## config.mk

```make
export PLATFORM = sky130hd
export DESIGN_NAME = regfile_writeback_queue
export DESIGN_NICKNAME = d
export VERILOG_FILES = /design/src/rtl/riscv_pkg.sv /design/src/rtl/wbq_fifo.sv /design/src/rtl/regfile_writeback_queue.sv
export SDC_FILE = /design/constraint.sdc
export NUM_CORES = 1
export LEC_CHECK = 0
export ABC_AREA = 0
export ABC_CLOCK_PERIOD_IN_PS = 2300
export CORE_AREA = 5 5 178 111
export CTS_CLUSTER_DIAMETER = 30
export DETAILED_ROUTE_END_ITERATION = 12
export DIE_AREA = 0 0 183 116
export HOLD_SLACK_MARGIN = 0.06
export PLACE_DENSITY = 0.71
export SLEW_MARGIN = 40
export SYNTH_ARGS = -nofsm -noshare
export SYNTH_HDL_FRONTEND = slang
export SYNTH_SLANG_ARGS = --single-unit
```

## constraint.sdc

```tcl
create_clock -name clk -period 2.3 [get_ports clk]
set_input_delay 0.575 -clock clk [delete_from_list [all_inputs] [get_ports clk]]
set_output_delay 0.575 -clock clk [all_outputs]
set_load 0.005 [all_outputs]
```

## src/rtl/riscv_pkg.sv

```systemverilog
// Shared RISC-V core constants: datapath width, register-address width and
// the default writeback queue depth.
package riscv_pkg;
  localparam int XLEN      = 32;
  localparam int REG_W     = 5;
  localparam int WBQ_DEPTH = 4;

  typedef logic [REG_W-1:0] reg_addr_t;
endpackage

```

## src/rtl/wbq_fifo.sv

```systemverilog
// Writeback queue storage: circular buffer of {rd, data} with per-entry valid
// bits exported so the top can scan for pending destination registers.
module wbq_fifo
  import riscv_pkg::*;
#(
  parameter int XLEN  = riscv_pkg::XLEN,
  parameter int DEPTH = riscv_pkg::WBQ_DEPTH,
  localparam int PTR_W = $clog2(DEPTH),
  localparam int CNT_W = $clog2(DEPTH) + 1
) (
  input  logic                              clk,
  input  logic                              reset,
  input  logic                              push,
  input  logic [riscv_pkg::REG_W-1:0]       push_rd,
  input  logic [XLEN-1:0]                   push_data,
  input  logic                              pop,
  output logic [riscv_pkg::REG_W-1:0]       head_rd,
  output logic [XLEN-1:0]                   head_data,
  output logic [DEPTH-1:0]                  entry_valid,
  output logic [DEPTH-1:0][riscv_pkg::REG_W-1:0] entry_rd,
  output logic [CNT_W-1:0]                  count,
  output logic                              full,
  output logic                              empty
);

  logic [PTR_W-1:0] wr_ptr_q, wr_ptr_d;
  logic [PTR_W-1:0] rd_ptr_q, rd_ptr_d;
  logic [CNT_W-1:0] count_q, count_d;
  logic [DEPTH-1:0] valid_q, valid_d;
  logic [DEPTH-1:0][REG_W-1:0] rd_mem_q;
  logic [XLEN-1:0]  data_mem_q [DEPTH];

  // The top never pops when empty nor pushes when full, so push and pop
  // never target the same slot in one cycle.
  always_comb begin
    wr_ptr_d = wr_ptr_q;
    rd_ptr_d = rd_ptr_q;
    valid_d  = valid_q;
    count_d  = count_q;
    if (push) begin
      valid_d[wr_ptr_q] = 1'b1;
      wr_ptr_d          = wr_ptr_q + 1'b1;
    end
    if (pop) begin
      valid_d[rd_ptr_q] = 1'b0;
      rd_ptr_d          = rd_ptr_q + 1'b1;
    end
    case ({push, pop})
      2'b10:   count_d = count_q + 1'b1;
      2'b01:   count_d = count_q - 1'b1;
      default: count_d = count_q;
    endcase
  end

  always_ff @(posedge clk or posedge reset) begin
    if (reset) begin
      wr_ptr_q <= '0;
      rd_ptr_q <= '0;
      count_q  <= '0;
      valid_q  <= '0;
    end else begin
      wr_ptr_q <= wr_ptr_d;
      rd_ptr_q <= rd_ptr_d;
      count_q  <= count_d;
      valid_q  <= valid_d;
    end
  end

  // Payload is qualified by valid_q, so it needs no reset.
  always_ff @(posedge clk) begin
    if (push) begin
      rd_mem_q[wr_ptr_q]   <= push_rd;
      data_mem_q[wr_ptr_q] <= push_data;
    end
  end

  assign head_rd     = rd_mem_q[rd_ptr_q];
  assign head_data   = data_mem_q[rd_ptr_q];
  assign entry_valid = valid_q;
  assign entry_rd    = rd_mem_q;
  assign count       = count_q;
  assign full        = (count_q == CNT_W'(DEPTH));
  assign empty       = (count_q == '0);

endmodule

```

## src/rtl/regfile_writeback_queue.sv

```systemverilog
// Writeback queue between the ALU/load units and the register file: arbitrates
// producers (load first), drops x0 writes, drains in order and flags hazards.
module regfile_writeback_queue
  import riscv_pkg::*;
#(
  parameter int XLEN  = riscv_pkg::XLEN,
  parameter int DEPTH = riscv_pkg::WBQ_DEPTH,
  localparam int CNT_W = $clog2(DEPTH) + 1
) (
  input  logic                        clk,
  input  logic                        reset,
  input  logic                        alu_valid,
  output logic                        alu_ready,
  input  logic [riscv_pkg::REG_W-1:0] alu_rd,
  input  logic [XLEN-1:0]             alu_data,
  input  logic                        ld_valid,
  output logic                        ld_ready,
  input  logic [riscv_pkg::REG_W-1:0] ld_rd,
  input  logic [XLEN-1:0]             ld_data,
  input  logic                        wb_stall,
  output logic                        reg_write,
  output logic [riscv_pkg::REG_W-1:0] rd,
  output logic [XLEN-1:0]             write_data,
  input  logic [riscv_pkg::REG_W-1:0] rs1,
  input  logic [riscv_pkg::REG_W-1:0] rs2,
  output logic                        rs1_pending,
  output logic                        rs2_pending,
  output logic                        full,
  output logic                        empty,
  output logic [CNT_W-1:0]            count
);

  logic [DEPTH-1:0]            entry_valid;
  logic [DEPTH-1:0][REG_W-1:0] entry_rd;
  reg_addr_t                   head_rd;
  logic [XLEN-1:0]             head_data;
  logic                        accept, push, pop;
  reg_addr_t                   acc_rd;
  logic [XLEN-1:0]             acc_data;

  logic                        reg_write_q, reg_write_d;
  reg_addr_t                   rd_q, rd_d;
  logic [XLEN-1:0]             write_data_q, write_data_d;

  function automatic logic is_pending(
    input reg_addr_t                   rs,
    input logic [DEPTH-1:0]            vld,
    input logic [DEPTH-1:0][REG_W-1:0] ent_rd,
    input logic                        wr_en,
    input reg_addr_t                   wr_rd
  );
    logic hit;
    hit = wr_en && (wr_rd == rs);
    for (int i = 0; i < DEPTH; i++) begin
      if (vld[i] && (ent_rd[i] == rs)) hit = 1'b1;
    end
    return (rs != '0) && hit;
  endfunction

  // Readiness looks only at registered occupancy: a pop in the same cycle
  // does not free a slot for a producer.
  assign ld_ready  = !reset && !full;
  assign alu_ready = !reset && !full && !ld_valid;

  always_comb begin
    accept   = 1'b0;
    acc_rd   = '0;
    acc_data = '0;
    if (ld_valid && ld_ready) begin
      accept   = 1'b1;
      acc_rd   = ld_rd;
      acc_data = ld_data;
    end else if (alu_valid && alu_ready) begin
      accept   = 1'b1;
      acc_rd   = alu_rd;
      acc_data = alu_data;
    end
  end

  assign push = accept && (acc_rd != '0);
  assign pop  = !empty && !wb_stall;

  wbq_fifo #(.XLEN(XLEN), .DEPTH(DEPTH)) u_fifo (
    .clk         (clk),
    .reset       (reset),
    .push        (push),
    .push_rd     (acc_rd),
    .push_data   (acc_data),
    .pop         (pop),
    .head_rd     (head_rd),
    .head_data   (head_data),
    .entry_valid (entry_valid),
    .entry_rd    (entry_rd),
    .count       (count),
    .full        (full),
    .empty       (empty)
  );

  always_comb begin
    reg_write_d  = pop;
    rd_d         = rd_q;
    write_data_d = write_data_q;
    if (pop) begin
      rd_d         = head_rd;
      write_data_d = head_data;
    end
  end

  always_ff @(posedge clk or posedge reset) begin
    if (reset) begin
      reg_write_q  <= 1'b0;
      rd_q         <= '0;
      write_data_q <= '0;
    end else begin
      reg_write_q  <= reg_write_d;
      rd_q         <= rd_d;
      write_data_q <= write_data_d;
    end
  end

  assign reg_write  = reg_write_q;
  assign rd         = rd_q;
  assign write_data = write_data_q;

  assign rs1_pending = is_pending(rs1, entry_valid, entry_rd, reg_write_q, rd_q);
  assign rs2_pending = is_pending(rs2, entry_valid, entry_rd, reg_write_q, rd_q);

endmodule

```

==> metrics.md <==
| Metric | Value |
|---|---|
| Stages on worst setup path | 6 |
| Cell Rows | 38 |
| Detailed Routing Iterations Pass 1 | 4 |
| DIE AREA | between 20,000 and 25,000 µm² |
| 1st-iter DRT viols | ~290 |
| Post-layout util | 63.44% |
| H-tree depth | 4 |
| I/O Pins | ~140 |
| Average size of a mapped cell | about 18 µm² |
| CTS tree | yes |
| Crit path buf inv count | 1 |
| Reg2Reg Capture Point | u_fifo.count[2] |
| Leading area contributor after synthesis | edfxtp_1 |
| Layout filler cell count | 1,305 |
| Post-synth EDFFs | 148 |
| Antenna Cells | 0 |
| Vias | a little under 5k |
| Crit path cell chain | xor2_1 > nor4_1 > nand3_1 > nand3_1 > o22a_1 > buf_2 |
| Sink Count | ~200 |
| CTS Hold Buffers Added | 0 |
| Max_slew headroom | 69.19% |
| Critical Path RT | 1.73 ns |
| Cell area after synthesis | about 8500 µm² |
| NumNets Final | between 700 and 800 |
| Static Leak | approximately 4.2 nW |
| Via density | 5.388 |
| Synth cell types | 31 |
| RSZ-0062 raised after global routing | yes |
| Vias in the first global route | about 5.4k |
| Largest net degree at the start of global routing | 38 |
| Wire per inst | 21.87 µm |
| Drt drc | 0 |
| Final setup violation count | 2 |
| Worst-margin pin slew | 0.4621 ns |
| Critical path's largest stage delay | about 0.49 ns |
| Synth top cells by count | 148 x edfxtp_1, 49 x dfrtp_1, 42 x xor2_1 |
| Syn-to-layout area delta | 33.73% |
| Fin crit share | 108.6% |
| Hpwl dp | roughly 14 mm |
| Prevailing post-synth register cell | edfxtp_1 |
| Initial core utilization | 47.44% |
| Min-delay worst type | in2async |
| Detailed Route WL | 20.08 mm |
| Skew-Pair Late Insertion Delay | approximately 0.43 ns |
| Die Ht | roughly 120 µm |
| Chip width | around 180 µm |
| Final worst slack | -0.1973 ns |
| Port-buffer cells | about 140 |
| Crit Path Category | reg2out |
| Synth warn | 0 |
| All-layer global routing usage | 19.87% |
| First-pass GRT wire length | 31.52 mm |
| Max FO, Critical Path | 3 |
| Core Region | roughly 18,000 µm² |
| Syn Inst Count | roughly 470 |
| Share of layout cells above drive strength 1 | 30.38% |
| Routed Antenna Nets | 0 |
| Delay-heaviest family, CP | simple AND/OR/NAND/NOR gates |
| Synth Register Bits | a little under 200 |
| Critical Path Slowest Stage Cell | edfxtp_1 |
| Post-route cell area | roughly 11,000 µm² |
| Status | finished with violations |
| F_max | about 400 MHz |
| Synth area leaders | edfxtp_1 53%, dfrtp_1 14%, mux4_2 9.9%, mux2_2 4.9%, xor2_1 4.3% |
| Max-cap violation count | 0 |
| Initial antenna violation count | 0 |
| Synth async-reset ratio | approximately a quarter |
| Routability congestion estimate | around 0.84 |
| RR Startpoint | u_fifo.count[0] |
| R2r worst-path depth | 11 |
| Critical Path AT | 1.92 ns |
| Worst setup EP type | output port |
| Root buffer cell | clkbuf_16 |
| Pwr Density | ~1100 nW/µm² |
| Yosys top cell area share | 52.54% |
| Min cycle time layout | 2.497 ns |
| Sequential-to-total area share from yosys stat | approximately 67% |
| Setup TNS | -0.3728 ns |
| CTS clock-pin slew for the worst setup and hold paths | around 0.07 ns |
| Cell Area, Placed | approximately 11,000 µm² |
| Clock Skew | 0.009495 ns |
| Final Max Slew Viols | 0 |
| Reg2reg setup slack | around 0.070 ns |
| Failing checks | setup timing |
| CP dominant cell by count | nand3_1 |
| Final hold viol count | 0 |
| CTS max path bufs | 2 |
| Count leader, synth | edfxtp_1 |
| Max IR drop VDD | ~0.76 mV |
| Syn Nets | between 500 and 600 |
| Grt total ovfl | 0 |
| CTS buffer count | 17 |
| Startpoint Class | register |
## registers in the layout, summed over array words and instances (netlist names)
name	cells
u_fifo.wr_ptr_q	2
u_fifo.entry_valid	4
u_fifo.entry_rd	20
u_fifo.count	3
write_data	32
u_fifo.data_mem_q	128
reg_write	1
u_fifo.rd_ptr_q	2
rd	5
## metal layers
layer	GRT usage (%)	wire, µm	share of wire, %	up-vias
met2	29.16	8757	44	176
met1	30.28	9691	48	2530
met4	4.067	141	0.70	0
met3	5.238	1490	7.4	13
li1	-	-	-	2227
met5	0	0	0	-
## final cells by class
type | count | area, µm² | area share (%)
clock inverter | 13 | 148.9 | 1.316
sequential | 197 | 5673 | 50.16
tap | 240 | 300.3 | 2.655
inverter | 9 | 36.28 | 0.3208
multi-input combinational | 232 | 2651 | 23.44
timing repair buffer | 208 | 2058 | 18.20
clock buffer | 19 | 442.9 | 3.916
## metrics by stage
step	std cells	hold slack (ns)	setup WS, ns	power [mW]
after floorplan	468	0.5054	0.06285	7.494
after global placement	877	0.4897	-0.9093	9.487
after detailed placement	877	0.4960	-0.8922	9.594
after CTS	915	0.4643	-0.1972	12.60
after global routing	918	0.4736	-0.2617	13.19
final	918	0.4733	-0.1973	12.53
## repair_timing
action	in CTS	in global routing
setup endpoints to repair	7	5
gates resized for setup	41	12
pin swaps	22	6
buffers inserted	6	3
## worst register-to-register path, delay by kind of cell, from the launching register on
| kind | cells | cell delay [ns] |
|---|---|---|
| xor+xnor | 2 | 0.30 |
| flops | 1 | 0.41 |
| simple gates | 3 | 0.45 |
| fa+ha+maj | 2 | 0.46 |
| buf+inv | 3 | 0.25 |
| compound gates | 1 | 0.29 |
## kinds of logic after synthesis
group	synth area share [%]
AO/OA/AOI/OAI	4.778
XOR/XNOR	5.695
adder cells (fa/ha/maj)	1.568
buffers and inverters	2.456
flip-flops	67.04
multiplexers	14.90
AND/OR/NAND/NOR	3.565
## cells in the final DEF, fill, tap and decap left out, drive strengths merged, types with 4 or more instances in the layout
master and instances:
edfxtp 148, clkdlybuf4s50 115, buf 76, dfrtp 49
xor2 42, a22o 38, mux4 37, mux2 37
clkbuf 20, xnor2 13, dlygate4sd2 13, inv 13
nand3 12, nor4 10, ha 9, nand2 6
nor2 5, and2 4, a2bb2oi 4, clkinvlp 4
nor3 4
## worst max-delay path by stage
stage	start	endpoint	slack, ns
finish	u_fifo.entry_rd[3]	rs1_pending	-0.20
global route	u_fifo.entry_rd[0]	rs1_pending	-0.26
CTS	u_fifo.entry_rd[5]	rs2_pending	-0.20
detailed placement	rs2[2]	rs2_pending	-0.89
global placement	rs1[4]	rs1_pending	-0.91
floorplan	u_fifo.count[0]	u_fifo.count[2]	0.06
## where the power goes
group	internal [mW]	switching, mW
registers	4.75	0.475
logic	2.53	1.80
clock network	1.65	1.32
total	8.94	3.59
Note: power is estimated with default switching activity, not from simulation.
